==> config.mk <==
export PLATFORM = sky130hd
export DESIGN_NAME = cfu_cmd_driver_flat
export DESIGN_NICKNAME = d
export VERILOG_FILES = /design/src/rtl/cfu_cmd_driver_if.sv /design/src/rtl/cfu_cmd_driver.sv /design/src/flat_wrapper.sv
export SDC_FILE = /design/constraint.sdc
export NUM_CORES = 1
export LEC_CHECK = 0
export ABC_AREA = 1
export CAP_MARGIN = 40
export CELL_PAD_IN_SITES_DETAIL_PLACEMENT = 1
export CELL_PAD_IN_SITES_GLOBAL_PLACEMENT = 1
export CORE_MARGIN = 10
export CORE_UTILIZATION = 35
export CTS_CLUSTER_SIZE = 10
export DETAILED_ROUTE_END_ITERATION = 10
export GPL_ROUTABILITY_DRIVEN = 0
export PLACE_DENSITY = 0.66
export SETUP_SLACK_MARGIN = 0.5
export SYNTH_ARGS = -nofsm -noshare
export SYNTH_HDL_FRONTEND = slang
export SYNTH_SLANG_ARGS = --single-unit
==> constraint.sdc <==
create_clock -name clk -period 12.4 [get_ports clk]
set_input_delay 2.48 -clock clk [delete_from_list [all_inputs] [get_ports clk]]
set_output_delay 2.48 -clock clk [all_outputs]
set_load 0.03 [all_outputs]
==> src/rtl/cfu_cmd_driver_if.sv <==
// CFU command/response bus: the driver is the master and the Cfu responder is the slave.
interface cfu_cmd_driver_if;
    logic        cmd_valid;
    logic        cmd_ready;
    logic [9:0]  cmd_payload_function_id;
    logic [31:0] cmd_payload_inputs_0;
    logic [31:0] cmd_payload_inputs_1;
    logic        rsp_valid;
    logic        rsp_ready;
    logic [31:0] rsp_payload_outputs_0;

    modport master (
        output cmd_valid, cmd_payload_function_id, cmd_payload_inputs_0, cmd_payload_inputs_1,
        output rsp_ready,
        input  cmd_ready, rsp_valid, rsp_payload_outputs_0
    );

    modport slave (
        input  cmd_valid, cmd_payload_function_id, cmd_payload_inputs_0, cmd_payload_inputs_1,
        input  rsp_ready,
        output cmd_ready, rsp_valid, rsp_payload_outputs_0
    );
endinterface

==> src/rtl/cfu_cmd_driver.sv <==
// CFU initiator: queues sequencer requests in a small FIFO and issues them one at a time.
// Optional macro CFU_DRV_TIMEOUT_EN adds an ISSUE/WAIT_RSP watchdog and a sticky timeout_err output.
module cfu_cmd_driver #(
    parameter int unsigned FIFO_AW        = 2,
    parameter int unsigned TIMEOUT_CYCLES = 4096,
    parameter int unsigned CNT_W          = 16
) (
    input  logic             clk,
    input  logic             reset_n,
    input  logic             req_valid,
    output logic             req_ready,
    input  logic [9:0]       req_function_id,
    input  logic [31:0]      req_inputs_0,
    input  logic [31:0]      req_inputs_1,
    input  logic             req_discard,
    output logic             out_valid,
    input  logic             out_ready,
    output logic [31:0]      out_data,
    output logic [9:0]       out_function_id,
    cfu_cmd_driver_if.master cfu,
    output logic             busy,
    output logic [CNT_W-1:0] done_count
`ifdef CFU_DRV_TIMEOUT_EN
    ,
    output logic             timeout_err
`endif
);

    localparam int unsigned DEPTH = 1 << FIFO_AW;
    localparam int unsigned EW    = 75;

    typedef enum logic [1:0] {IDLE, ISSUE, WAIT_RSP} state_t;

    state_t state, state_next;

    logic [EW-1:0]    mem [DEPTH];
    logic [FIFO_AW:0] wr_ptr, rd_ptr;
    logic [EW-1:0]    head;
    logic             empty, full, push, pop;

    logic             cmd_valid_q, discard_q, rsp_ready_c;
    logic [9:0]       fid_q;
    logic [31:0]      in0_q, in1_q;
    logic             cmd_fire, rsp_fire, abort, timeout_hit;

    assign empty     = (wr_ptr == rd_ptr);
    assign full      = (wr_ptr[FIFO_AW] != rd_ptr[FIFO_AW]) &&
                       (wr_ptr[FIFO_AW-1:0] == rd_ptr[FIFO_AW-1:0]);
    assign req_ready = !full;
    assign push      = req_valid && !full;
    assign head      = mem[rd_ptr[FIFO_AW-1:0]];

    always_ff @(posedge clk) begin
        if (push) begin
            mem[wr_ptr[FIFO_AW-1:0]] <= {req_discard, req_function_id, req_inputs_1, req_inputs_0};
        end
    end

    assign rsp_ready_c = (state == WAIT_RSP) && (discard_q || !out_valid);

    always_ff @(posedge clk or negedge reset_n) begin
        if (!reset_n) begin
            state <= IDLE;
        end else begin
            state <= state_next;
        end
    end

    always_comb begin
        state_next = state;
        pop        = 1'b0;
        cmd_fire   = 1'b0;
        rsp_fire   = 1'b0;
        abort      = 1'b0;
        case (state)
            IDLE: begin
                if (!empty) begin
                    pop        = 1'b1;
                    state_next = ISSUE;
                end
            end
            ISSUE: begin
                if (timeout_hit) begin
                    abort      = 1'b1;
                    state_next = IDLE;
                end else if (cmd_valid_q && cfu.cmd_ready) begin
                    cmd_fire   = 1'b1;
                    state_next = WAIT_RSP;
                end
            end
            WAIT_RSP: begin
                // A response that actually transfers completes even on the watchdog cycle.
                if (cfu.rsp_valid && rsp_ready_c) begin
                    rsp_fire   = 1'b1;
                    state_next = IDLE;
                end else if (timeout_hit) begin
                    abort      = 1'b1;
                    state_next = IDLE;
                end
            end
            default: state_next = IDLE;
        endcase
    end

    always_ff @(posedge clk or negedge reset_n) begin
        if (!reset_n) begin
            wr_ptr          <= '0;
            rd_ptr          <= '0;
            cmd_valid_q     <= 1'b0;
            discard_q       <= 1'b0;
            fid_q           <= '0;
            in0_q           <= '0;
            in1_q           <= '0;
            out_valid       <= 1'b0;
            out_data        <= '0;
            out_function_id <= '0;
            done_count      <= '0;
        end else begin
            if (push) wr_ptr <= wr_ptr + {{FIFO_AW{1'b0}}, 1'b1};
            if (pop) begin
                rd_ptr                           <= rd_ptr + {{FIFO_AW{1'b0}}, 1'b1};
                {discard_q, fid_q, in1_q, in0_q} <= head;
            end

            // cmd_valid rises one cycle after entering ISSUE and drops only on handshake or abort.
            if (cmd_fire || abort) begin
                cmd_valid_q <= 1'b0;
            end else if (state == ISSUE) begin
                cmd_valid_q <= 1'b1;
            end

            if (rsp_fire) done_count <= done_count + {{(CNT_W-1){1'b0}}, 1'b1};

            if (rsp_fire && !discard_q) begin
                out_valid       <= 1'b1;
                out_data        <= cfu.rsp_payload_outputs_0;
                out_function_id <= fid_q;
            end else if (out_valid && out_ready) begin
                out_valid <= 1'b0;
            end
        end
    end

`ifdef CFU_DRV_TIMEOUT_EN
    localparam int unsigned TW = $clog2(TIMEOUT_CYCLES + 1);

    logic [TW-1:0] tcnt;

    assign timeout_hit = (state != IDLE) && (tcnt == TW'(TIMEOUT_CYCLES - 1));

    always_ff @(posedge clk or negedge reset_n) begin
        if (!reset_n) begin
            tcnt        <= '0;
            timeout_err <= 1'b0;
        end else begin
            if (pop) begin
                tcnt <= '0;
            end else if (state != IDLE) begin
                tcnt <= tcnt + {{(TW-1){1'b0}}, 1'b1};
            end
            if (abort) timeout_err <= 1'b1;
        end
    end
`else
    logic unused_timeout;

    assign timeout_hit    = 1'b0;
    assign unused_timeout = ^TIMEOUT_CYCLES;
`endif

    assign cfu.cmd_valid               = cmd_valid_q;
    assign cfu.cmd_payload_function_id = fid_q;
    assign cfu.cmd_payload_inputs_0    = in0_q;
    assign cfu.cmd_payload_inputs_1    = in1_q;
    assign cfu.rsp_ready               = rsp_ready_c;

    assign busy = !empty || (state != IDLE) || out_valid;

endmodule

==> src/flat_wrapper.sv <==
// flat-port wrapper written by rule: the top's interface ports become plain ports
module cfu_cmd_driver_flat 
#(
    parameter int unsigned FIFO_AW        = 2,
    parameter int unsigned TIMEOUT_CYCLES = 4096,
    parameter int unsigned CNT_W          = 16
)
  (clk, reset_n, req_valid, req_ready, req_function_id, req_inputs_0, req_inputs_1, req_discard, out_valid, out_ready, out_data, out_function_id, busy, done_count, cfu_cmd_valid, cfu_cmd_payload_function_id, cfu_cmd_payload_inputs_0, cfu_cmd_payload_inputs_1, cfu_rsp_ready, cfu_cmd_ready, cfu_rsp_valid, cfu_rsp_payload_outputs_0);
  cfu_cmd_driver_if cfu_i ();
  input  logic clk;
  input  logic reset_n;
  input  logic req_valid;
  output logic req_ready;
  input  logic [9:0] req_function_id;
  input  logic [31:0] req_inputs_0;
  input  logic [31:0] req_inputs_1;
  input  logic req_discard;
  output logic out_valid;
  input  logic out_ready;
  output logic [31:0] out_data;
  output logic [9:0] out_function_id;
  output logic busy;
  output logic [CNT_W-1:0] done_count;
  output wire logic [$bits(cfu_i.cmd_valid)-1:0] cfu_cmd_valid;
  output wire logic [$bits(cfu_i.cmd_payload_function_id)-1:0] cfu_cmd_payload_function_id;
  output wire logic [$bits(cfu_i.cmd_payload_inputs_0)-1:0] cfu_cmd_payload_inputs_0;
  output wire logic [$bits(cfu_i.cmd_payload_inputs_1)-1:0] cfu_cmd_payload_inputs_1;
  output wire logic [$bits(cfu_i.rsp_ready)-1:0] cfu_rsp_ready;
  input wire logic [$bits(cfu_i.cmd_ready)-1:0] cfu_cmd_ready;
  input wire logic [$bits(cfu_i.rsp_valid)-1:0] cfu_rsp_valid;
  input wire logic [$bits(cfu_i.rsp_payload_outputs_0)-1:0] cfu_rsp_payload_outputs_0;
  assign cfu_cmd_valid = cfu_i.cmd_valid;
  assign cfu_cmd_payload_function_id = cfu_i.cmd_payload_function_id;
  assign cfu_cmd_payload_inputs_0 = cfu_i.cmd_payload_inputs_0;
  assign cfu_cmd_payload_inputs_1 = cfu_i.cmd_payload_inputs_1;
  assign cfu_rsp_ready = cfu_i.rsp_ready;
  assign cfu_i.cmd_ready = cfu_cmd_ready;
  assign cfu_i.rsp_valid = cfu_rsp_valid;
  assign cfu_i.rsp_payload_outputs_0 = cfu_rsp_payload_outputs_0;
  cfu_cmd_driver #(.FIFO_AW(FIFO_AW), .TIMEOUT_CYCLES(TIMEOUT_CYCLES), .CNT_W(CNT_W)) u_core (.clk(clk), .reset_n(reset_n), .req_valid(req_valid), .req_ready(req_ready), .req_function_id(req_function_id), .req_inputs_0(req_inputs_0), .req_inputs_1(req_inputs_1), .req_discard(req_discard), .out_valid(out_valid), .out_ready(out_ready), .out_data(out_data), .out_function_id(out_function_id), .cfu(cfu_i), .busy(busy), .done_count(done_count));
endmodule
==> flow_metrics.tcl <==
set metrics [dict create \
    ys_ff_latch 443 \
    worstMarginPinSlew_ps 863 \
    antenna_found_initial 4 \
    hp-class "flip-flop to flip-flop" \
    maxUsedRoutingLayer "met5" \
    cp-endpoint "busy" \
    hold_violations 0 \
    powerDensity_nw_per_um2 268 \
    route.detailed.drc 0 \
    crit_path_start "u_core.rd_ptr[0]" \
    skew_ps 21.6 \
    syn_to_final_growth_pct 27.1 \
    cp.required_ps 9920 \
    yosys-top-cells-area "edfxtp_1 (53%), dfrtp_1 (21%), nand2_1 (8.2%)" \
    grt_pass1_wl_um 72300 \
    holdBufCountCts 0 \
    first_iter_violations 583 \
    rrSetupSlack_ps 9030 \
    clk_latency_ps 600 \
    syn_inst 1491 \
    ir_drop_mv 0.147 \
    core_area_sq_um 48600 \
    cp_cell_sequence "xnor2_2 > nand3_1 > nand3b_1 > clkdlybuf4s50_1" \
    ys_types 24 \
    totalWireLength_um 46400 \
    die_y_um 241 \
    synth_area_sq_um 17200 \
    critPathMaxFanout 74 \
    reg2regPathDepth 9 \
    synth.avg_cell_area_sq_um 11.5 \
    clock_path_buffers 3 \
    finalSetupViolations 0 \
    rsz0062_at_grt "false" \
    dieArea_sq_um 58300 \
    slew_headroom 0.424 \
    r2r_start "u_core.discard_q" \
    clock-sinks 443 \
    regToRegEndpoint "u_core.out_data[27]" \
    critPathKind "flip-flop to primary output" \
    slowest_delay_ps 940 \
    cp_data_arrival_time_ps 2770 \
    viasPerCell 4.88 \
    postCtsSetupBuffers 0 \
    vias 11700 \
    final.setup.tns_ps 0 \
    ys_warn_count 0 \
    final_max_slew_viol_count 0 \
    syn_nets 1610 \
    dr_wl_met3_um 2840 \
    crit_buf_inv 1 \
    cap_violations 0 \
    post-route-period-util 0.423 \
    fmax_mhz 191 \
    crit_path_end_kind "primary output" \
    numCtsBuffers 51 \
    start_kind "flip-flop" \
    die_w_um 241 \
    tritoncts "done" \
    crit_family "flip-flops" \
    drive_gt1_frac 0.0514 \
    outcome "finished clean" \
    clockRootBuffer "clkbuf_16" \
    globalRouteTotalUtil 0.158 \
    grt_max_degree 81 \
    wl_met1_um 20500 \
    fin_nets 1850 \
    ios 250 \
    first_pass_iters 5 \
    worst_path_max_delay_cell "dfrtp_4" \
    seq_area_frac_synth 0.734 \
    yosysTopAreaCell "edfxtp_1" \
    clk_pin_slew_worst_paths_ps 60 \
    numPortBuffers 249 \
    cts-resized-gates 0 \
    synth_top_area_share 0.525 \
    antenna_left 0 \
    routedWlPerCell_um 19.4 \
    min_period_ps 5250 \
    num_rows 81 \
    grt_pass1_vias 12600 \
    grt-ovfl-total 0 \
    p_leak_nw 8.41 \
    htreeDepth 2 \
    wl_met2_um 22400 \
    start_util 0.353 \
    dp_hpwl_um 29000 \
    cp.depth 4 \
    whs_ps 469 \
]
## metal layers
metal	track usage	vias to the layer above
li1	-	5524
met1	0.203	5833
met2	0.263	279
met3	0.0376	53
met4	0.0436	4
met5	0	-
## worst register-to-register path: cells and delay by family (launching register included)
family	cells	cell delay, ps
buffers and inverters	4	1520
DFF	1	350
and+or+nand+nor	5	1370
## metrics by stage
stage	setup slack (ps)	cells	total power, mW	area, sq um	util
2_1_floorplan	6090	1491	3.64	17200	-
3_3_place_gp	6870	2297	4.45	20200	0.415
3_5_place_dp	6860	2300	4.53	20300	0.416
4_1_cts	7060	2394	5.96	21800	0.448
5_1_grt	6990	2395	6.27	21800	0.448
6_report	7150	2397	5.85	21800	0.448
## layout make-up
| class | count | area [sq um] |
|---|---|---|
| Antenna cell | 3 | 7.51 |
| Clock buffer | 90 | 1450 |
| Clock inverter | 4 | 85.1 |
| Fill cell | 5208 | 26800 |
| Inverter | 26 | 101 |
| Multi-Input combinational cell | 942 | 4100 |
| Sequential cell | 443 | 12600 |
| Tap cell | 622 | 778 |
| Timing Repair Buffer | 267 | 2690 |
## cell families (layout without fill, tap and decap cells)
logic type | after synthesis | count (layout) | share of synthesized area
AO/OA/AOI/OAI | 233 | 233 | 0.0680
XOR/XNOR | 15 | 15 | 0.00854
adder cells (fa/ha/maj) | 6 | 6 | 0.00438
buffers and inverters | 106 | 387 | 0.0293
flip-flops | 443 | 443 | 0.734
other | 0 | 3 | 0
AND/OR/NAND/NOR | 688 | 688 | 0.156
## report_power, final
part	leakage (nW)	internal (mW)	switching, mW
clock network	0.730	0.811	0.584
registers	4.55	2.04	0.257
logic	3.13	0.727	1.43
## sequential cells by signal, summed over array words and instances, names as in the netlist
name and flops:
u_core.done_count 16, u_core.out_valid 1, u_core.rd_ptr 3, u_core.cfu.cmd_payload_inputs_1 32, u_core.out_data 32, u_core.wr_ptr 3
u_core.out_function_id 10, u_core.state 2, u_core.cfu.cmd_valid 1, u_core.cfu.cmd_payload_function_id 10, u_core.cfu.cmd_payload_inputs_0 32, u_core.mem 300
u_core.discard_q 1
## synthesized netlist by cell type, drive strengths merged
master / count
and2: 1
buf: 52
clkbuf: 28
dfrtp: 143
edfxtp: 300
ha: 6
inv: 26
nand2: 374
nand3: 54
nand3b: 2
nand4: 3
nor2: 253
nor3: 1
o21ai: 233
xnor2: 7
xor2: 8
## cell usage in the layout, fill, tap and decap left out
cell type	n
nor2_4	4
nand3_1	54
ha_1	6
buf_4	15
xor2_1	8
inv_2	2
nand3b_1	2
xnor2_1	5
o21ai_0	201
buf_16	3
clkinv_2	1
inv_1	22
clkdlybuf4s50_1	248
nand2_1	373
nor2_1	248
clkbuf_16	51
nor3_1	1
inv_4	1
bufinv_16	1
o21ai_1	32
buf_6	1
clkinv_16	1
dfrtp_1	141
inv_6	1
edfxtp_1	300
clkinv_8	1
diode_2	3
dfrtp_4	2
and2_1	1
nand2_4	1
nand4_1	3
xnor2_2	2
clkbuf_1	36
nor2_2	1
clkbuf_8	3
## worst min path at each step
stage,from,end,slack (ps),depth (start not counted)
finish,u_core.out_function_id[8],u_core.out_function_id[8],470,2
global route,u_core.out_data[22],u_core.out_data[22],490,2
CTS,u_core.out_data[10],u_core.out_data[10],470,2
detailed placement,u_core.out_data[1],u_core.out_data[1],460,2
global placement,u_core.out_data[17],u_core.out_data[17],450,2
floorplan,u_core.discard_q,u_core.discard_q,470,2
(Power assumes the default switching activity.)
